--- src/rtl/ntt_mr_addr_if.sv ---
// Handshake and tuple/strobe bundle between the NTT controller and the
// mixed-radix address sequencer.
interface ntt_mr_addr_if #(
    parameter int unsigned LOG_N = 6,
    parameter int unsigned PW    = $clog2(LOG_N)
);
    logic             start;
    logic             mode;
    logic             hold;
    logic             busy;
    logic             sel;
    logic [PW-1:0]    p;
    logic [LOG_N-1:0] k;
    logic [LOG_N-1:0] j;
    logic             issue;
    logic             iren;
    logic             ien;
    logic             iwen;
    logic [1:0]       done;
    logic             err;

    modport master (
        output start, mode, hold,
        input  busy, sel, p, k, j, issue, iren, ien, iwen, done, err
    );

    modport slave (
        input  start, mode, hold,
        output busy, sel, p, k, j, issue, iren, ien, iwen, done, err
    );
endinterface

--- src/rtl/ntt_mr_addr_fsm.sv ---
// Mixed-radix (2/4) NTT sequencer: walks every (stage, block, butterfly)
// tuple and emits read/enable/write strobes aligned to the butterfly latency.
module ntt_mr_addr_fsm #(
    parameter int unsigned LOG_N  = 6,
    parameter int unsigned LAT_R2 = 8,
    parameter int unsigned LAT_R4 = 14,
    parameter int unsigned PW     = $clog2(LOG_N)
) (
    input  logic         clk,
    input  logic         rst,
    ntt_mr_addr_if.slave bus
);
    localparam int unsigned LAT_MAX   = (LAT_R2 > LAT_R4) ? LAT_R2 : LAT_R4;
    localparam int unsigned CW        = $clog2(LAT_MAX + 1);
    localparam bit          LOG_N_ODD = (LOG_N % 2) == 1;

    typedef enum logic [1:0] {IDLE, RUN, DRAIN, DONE} state_t;

    state_t             state;
    logic               sel;
    logic [PW-1:0]      p;
    logic [LOG_N-1:0]   k;
    logic [LOG_N-1:0]   j;
    logic [CW-1:0]      cnt;
    logic [LAT_MAX-1:0] dly;
    logic               busy;
    logic [1:0]         done;
    logic               err;
    logic               issue;
    logic [31:0]        j_sh;
    logic [31:0]        k_sh;
    logic [LOG_N-1:0]   j_max;
    logic [LOG_N-1:0]   k_max;
    logic [CW-1:0]      lat_m1;

    assign issue  = (state == RUN) && !bus.hold;
    assign lat_m1 = sel ? CW'(LAT_R4 - 1) : CW'(LAT_R2 - 1);

    // Loop bounds: radix-2 uses 2^p butterflies per block, radix-4 uses 4^p.
    always_comb begin
        j_sh  = sel ? (32'(p) << 1) : 32'(p);
        k_sh  = 32'(LOG_N) - (sel ? 32'd2 : 32'd1) - j_sh;
        j_max = LOG_N'((32'd1 << j_sh) - 32'd1);
        k_max = LOG_N'((32'd1 << k_sh) - 32'd1);
    end

    always_ff @(posedge clk or negedge rst) begin
        if (!rst) begin
            state <= IDLE;
            sel   <= 1'b0;
            p     <= '0;
            k     <= '0;
            j     <= '0;
            cnt   <= '0;
            dly   <= '0;
            busy  <= 1'b0;
            done  <= 2'b00;
            err   <= 1'b0;
        end else begin
            dly  <= {dly[LAT_MAX-2:0], issue};
            done <= 2'b00;
            err  <= 1'b0;
            case (state)
                IDLE: begin
                    if (bus.start) begin
                        if (bus.mode && LOG_N_ODD) begin
                            err <= 1'b1;
                        end else begin
                            // Previous pass is fully drained; clearing keeps
                            // leftover taps of the other radix from leaking.
                            state <= RUN;
                            busy  <= 1'b1;
                            sel   <= bus.mode;
                            p     <= bus.mode ? PW'(LOG_N / 2 - 1) : PW'(LOG_N - 1);
                            k     <= '0;
                            j     <= '0;
                            dly   <= '0;
                        end
                    end
                end
                RUN: begin
                    if (issue) begin
                        if (j != j_max) begin
                            j <= j + LOG_N'(1);
                        end else begin
                            j <= '0;
                            if (k != k_max) begin
                                k <= k + LOG_N'(1);
                            end else begin
                                k <= '0;
                                if (p != '0) begin
                                    p <= p - PW'(1);
                                end else begin
                                    state <= DRAIN;
                                    cnt   <= lat_m1;
                                end
                            end
                        end
                    end
                end
                DRAIN: begin
                    if (cnt == '0) begin
                        state <= DONE;
                        done  <= sel ? 2'b10 : 2'b01;
                    end else begin
                        cnt <= cnt - CW'(1);
                    end
                end
                DONE: begin
                    state <= IDLE;
                    busy  <= 1'b0;
                end
            endcase
        end
    end

    assign bus.busy  = busy;
    assign bus.sel   = sel;
    assign bus.p     = p;
    assign bus.k     = k;
    assign bus.j     = j;
    assign bus.issue = issue;
    assign bus.iren  = dly[0];
    assign bus.ien   = sel ? dly[LAT_R4-2] : dly[LAT_R2-2];
    assign bus.iwen  = sel ? dly[LAT_R4-1] : dly[LAT_R2-1];
    assign bus.done  = done;
    assign bus.err   = err;
endmodule

--- src/flat_wrapper.sv ---
// flat-port wrapper written by rule: the top's interface ports become plain ports
module ntt_mr_addr_fsm_flat 
#(
    parameter int unsigned LOG_N  = 6,
    parameter int unsigned LAT_R2 = 8,
    parameter int unsigned LAT_R4 = 14,
    parameter int unsigned PW     = $clog2(LOG_N)
)
  (clk, rst, bus_start, bus_mode, bus_hold, bus_busy, bus_sel, bus_p, bus_k, bus_j, bus_issue, bus_iren, bus_ien, bus_iwen, bus_done, bus_err);
  ntt_mr_addr_if #(.LOG_N(LOG_N), .PW(PW)) bus_i ();
  input  logic clk;
  input  logic rst;
  input wire logic [$bits(bus_i.start)-1:0] bus_start;
  input wire logic [$bits(bus_i.mode)-1:0] bus_mode;
  input wire logic [$bits(bus_i.hold)-1:0] bus_hold;
  output wire logic [$bits(bus_i.busy)-1:0] bus_busy;
  output wire logic [$bits(bus_i.sel)-1:0] bus_sel;
  output wire logic [$bits(bus_i.p)-1:0] bus_p;
  output wire logic [$bits(bus_i.k)-1:0] bus_k;
  output wire logic [$bits(bus_i.j)-1:0] bus_j;
  output wire logic [$bits(bus_i.issue)-1:0] bus_issue;
  output wire logic [$bits(bus_i.iren)-1:0] bus_iren;
  output wire logic [$bits(bus_i.ien)-1:0] bus_ien;
  output wire logic [$bits(bus_i.iwen)-1:0] bus_iwen;
  output wire logic [$bits(bus_i.done)-1:0] bus_done;
  output wire logic [$bits(bus_i.err)-1:0] bus_err;
  assign bus_i.start = bus_start;
  assign bus_i.mode = bus_mode;
  assign bus_i.hold = bus_hold;
  assign bus_busy = bus_i.busy;
  assign bus_sel = bus_i.sel;
  assign bus_p = bus_i.p;
  assign bus_k = bus_i.k;
  assign bus_j = bus_i.j;
  assign bus_issue = bus_i.issue;
  assign bus_iren = bus_i.iren;
  assign bus_ien = bus_i.ien;
  assign bus_iwen = bus_i.iwen;
  assign bus_done = bus_i.done;
  assign bus_err = bus_i.err;
  ntt_mr_addr_fsm #(.LOG_N(LOG_N), .LAT_R2(LAT_R2), .LAT_R4(LAT_R4), .PW(PW)) u_core (.clk(clk), .rst(rst), .bus(bus_i));
endmodule
--- config.mk ---
export PLATFORM = sky130hd
export DESIGN_NAME = ntt_mr_addr_fsm_flat
export DESIGN_NICKNAME = d
export VERILOG_FILES = /design/src/rtl/ntt_mr_addr_if.sv /design/src/rtl/ntt_mr_addr_fsm.sv /design/src/flat_wrapper.sv
export SDC_FILE = /design/constraint.sdc
export NUM_CORES = 1
export LEC_CHECK = 0
export ABC_CLOCK_PERIOD_IN_PS = 7200
export CORE_MARGIN = 1.5
export CORE_UTILIZATION = 50
export DETAILED_ROUTE_END_ITERATION = 16
export DONT_BUFFER_PORTS = 1
export PLACE_DENSITY_LB_ADDON = 0.1
export RECOVER_POWER = 25
export SYNTH_ARGS = -nofsm -noshare
export SYNTH_HDL_FRONTEND = slang
export SYNTH_SLANG_ARGS = --single-unit
--- constraint.sdc ---
create_clock -name clk -period 7.2 [get_ports clk]
set_input_delay 1.44 -clock clk [delete_from_list [all_inputs] [get_ports clk]]
set_output_delay 1.44 -clock clk [all_outputs]
set_load 0.05 [all_outputs]
==> impl_metrics.py <==
metrics = {
    "sta": {
        "tightest_slew_ns": 0.9945,
        "fin_skew_ns": 0.004000,
        "period_needed_ns": 5.251,
        "timing.fmax_mhz": 190.4,
        "final.setup.tns_ns": 0,
        "finalHoldViolations": 0,
        "max_slew_margin_pct": 33.00,
        "rsz0062_at_grt": "no",
        "fin_crit_sh_pct": 72.94,
        "finalSetupViolations": 0,
        "finalWorstSetupSlack_ns": 1.949,
        "final_max_slew_viol_count": 0,
    },
    "cts": {
        "ctsHtreeMaxLevel": 2,
        "root_buffer": "clkbuf_8",
        "clock_sinks": 39,
        "post_cts_buffers": 0,
        "cts-hold-fix-buffers": 0,
        "cts.repair.resized": 0,
        "cts.clk_slew.worst_paths_ns": 0.08,
        "insertion_delay_ns": 0.29,
        "cts_tree": "done",
        "cts_buffers": 5,
        "cts_buffer_depth": 2,
    },
    "place": {
        "place_ws_ns": 1.991,
        "port_buffers": 0,
        "dp.cells": 365,
        "hpwlAfterDp_mm": 4.388,
        "gp_congestion": 0.8744,
    },
    "synthesis": {
        "ys_ff_latch": 39,
        "synth_flop_cell": "dfrtp_1",
        "synth_fp_nets": 329,
        "yosys.area.top_type": "dfrtp_1",
        "synthTopCellsByArea": "dfrtp_1 35%, ha_1 5.9%, and2_1 3.9%, o21ai_0 3.8%, inv_1 3.3%",
        "synth_cells": 309,
        "synth_top_area_share_pct": 35.36,
        "netlist_area_sq_um": 2760,
        "yosysSeqAreaShare_pct": 35.36,
        "yosys_warnings": 0,
        "synth-edff-count": 0,
        "async_flop_share_pct": 100.0,
        "synth_cell_types": 59,
        "synth_area_per_cell_sq_um": 8.933,
    },
    "global_route": {
        "grt_usage_pct": 21.27,
        "grt_pass1_vias": 2037,
        "overflow": 0,
        "antenna_found_initial": 0,
        "grt_max_degree": 40,
        "grt_pass1_wl_mm": 10.11,
    },
    "setup_path": {
        "cp_max_fo": 17,
        "worstSetupStartpointType": "flip-flop",
        "worstSetupPathType": "reg2reg",
        "arrival_ns": 5.47,
        "crit_required_ns": 7.42,
        "endpoint_kind": "flip-flop",
    },
    "drt": {
        "drt_iter0_markers": 176,
        "routed_wl_mm": 5.940,
        "num_vias": 2256,
        "drc": 0,
        "drt-wirelength-per-cell_microns": 15.92,
        "dr.pass1.iters": 4,
        "avgViaCountPerCell": 6.048,
        "postRouteAntennaNets": 0,
    },
    "cells_and_area": {
        "fill_cells": 504,
        "final_common_cell": "dfrtp_1",
        "synthToLayoutAreaGrowth_pct": 4.442,
        "mostFrequentLayoutCells": "39 x dfrtp_1, 24 x inv_1, 21 x nand2_1, 21 x o21ai_0, 20 x nor2_1",
        "drive_gt1_share_pct": 8.911,
        "fin_nets": 322,
        "antennaDiodeCount": 0,
        "final_cells": 373,
    },
    "die": {
        "io_pins": 29,
        "die_x_microns": 77.30,
        "die_h_microns": 77.30,
        "die_area_sq_um": 5975,
        "row_count": 26,
        "core_region_area_sq_um": 5205,
        "start_util_pct": 53.03,
    },
    "power": {
        "peakVddDrop_uv": 139.4,
        "p_leak_nw": 1.213,
        "power_density_nw_per_um2": 172.4,
        "power_mw": 0.4971,
    },
    "status": {
        "status": "finished clean",
    },
    "hold_path": {
        "min_path_type": "reg2reg",
    },
    "job": {
        "max_cap_violations": 0,
    },
}
registers in the layout (all words and copies together), names as in the netlist:
signal,count
u_core.state,2
u_core.cnt,4
u_core.bus.j,6
u_core.bus.busy,1
u_core.bus.sel,1
u_core.dly,14
u_core.bus.done,2
u_core.bus.p,3
u_core.bus.k,6
power by group:
part	switching (mW)	leakage [nW]	internal, mW	total, mW
Sequential	0.0655	0.452	0.232	0.298
Clock	0.0832	0.0408	0.0692	0.152
Combinational	0.0220	0.720	0.0247	0.0467
Total	0.171	1.21	0.326	0.497
cells in the mapped netlist (3+ instances only):
cell type,number
a21o_1,3
a21oi_1,13
and2_1,17
and3_1,5
buf_2,7
clkbuf_1,8
dfrtp_1,39
ha_1,13
inv_1,24
mux2_2,7
mux2i_1,5
nand2_1,21
nand2b_1,13
nand3_1,7
nor2_1,20
nor2b_1,4
nor3_1,9
o211ai_1,3
o21a_1,3
o21ai_0,21
o22ai_1,6
o2bb2ai_1,5
xor2_1,3
stage by stage:
stage | util, % | hold WS (ns) | area [sq um]
finish | 55.38 | 0.4514 | 2883
global route | 55.38 | 0.4838 | 2883
CTS | 55.38 | 0.4551 | 2883
detailed placement | 53.61 | 0.4363 | 2790
global placement | 53.61 | 0.4359 | 2790
floorplan | - | 0.4277 | 2760
final timing paths:
check / from / end / slack, ns / cells after the start
setup / recovery: u_core.bus.p[1]$_DFFE_PN0P_ / u_core.bus.k[2]$_DFFE_PN0P_ / 1.95 / 16
min in group asynchronous: rst / u_core.bus.k[0]$_DFFE_PN0P_ / 0.83 / 0
setup reg to reg: u_core.bus.p[1]$_DFFE_PN0P_ / u_core.bus.k[2]$_DFFE_PN0P_ / 1.95 / 16
max in group asynchronous: rst / u_core.bus.busy$_DFFE_PN0P_ / 6.28 / 0
hold / removal: u_core.dly[4]$_DFF_PN0_ / u_core.dly[5]$_DFF_PN0_ / 0.45 / 1
hold reg to reg: u_core.dly[4]$_DFF_PN0_ / u_core.dly[5]$_DFF_PN0_ / 0.45 / 1
critical path, stage by stage, from the launching register on:
cell and delay [ns]:
dfrtp_1 0.72, nand2_1 0.24, a21boi_0 0.44, inv_1 0.16, fa_1 0.46, fa_1 0.56, nor2_1 0.13, o211a_1 0.22
nand3_1 0.09, ha_1 0.25, xnor2_1 0.25, nor2_1 0.08, and4_1 0.22, o32ai_1 0.48, o31ai_4 0.15, or3b_1 0.53
o22ai_2 0.20
cell families (layout without fill, tap and decap cells):
group	after synthesis	in the layout	synth area share, %
simple gates	116	116	23.25
compound gates	81	81	21.76
buf+inv	40	34	5.893
flops	39	39	35.36
fa+ha+maj	15	15	7.344
mux	12	12	4.669
xor+xnor	5	5	1.587
other cells	1	1	0.1359
per-layer routing:
metal / wire, microns / up-vias / global-route usage [%]
li1: - / 1092 / -
met1: 2877 / 1101 / 31.52
met2: 2657 / 58 / 31.40
met3: 349 / 5 / 4.286
met4: 55 / 0 / 5.818
met5: 0 / - / 0
cell type report:
cell class                 instances  area, sq um  area share (%)
clock buffer                       5        68.82           2.387
clock inverter                     3        23.77          0.8247
timing repair buffer               2        15.01          0.5208
sequential                        39        975.9           33.85
multi-input combinational        230         1622           56.25
inverter                          24        90.09           3.125
tap                               70        87.58           3.038
No activity file was read; power rests on OpenSTA's default activity.
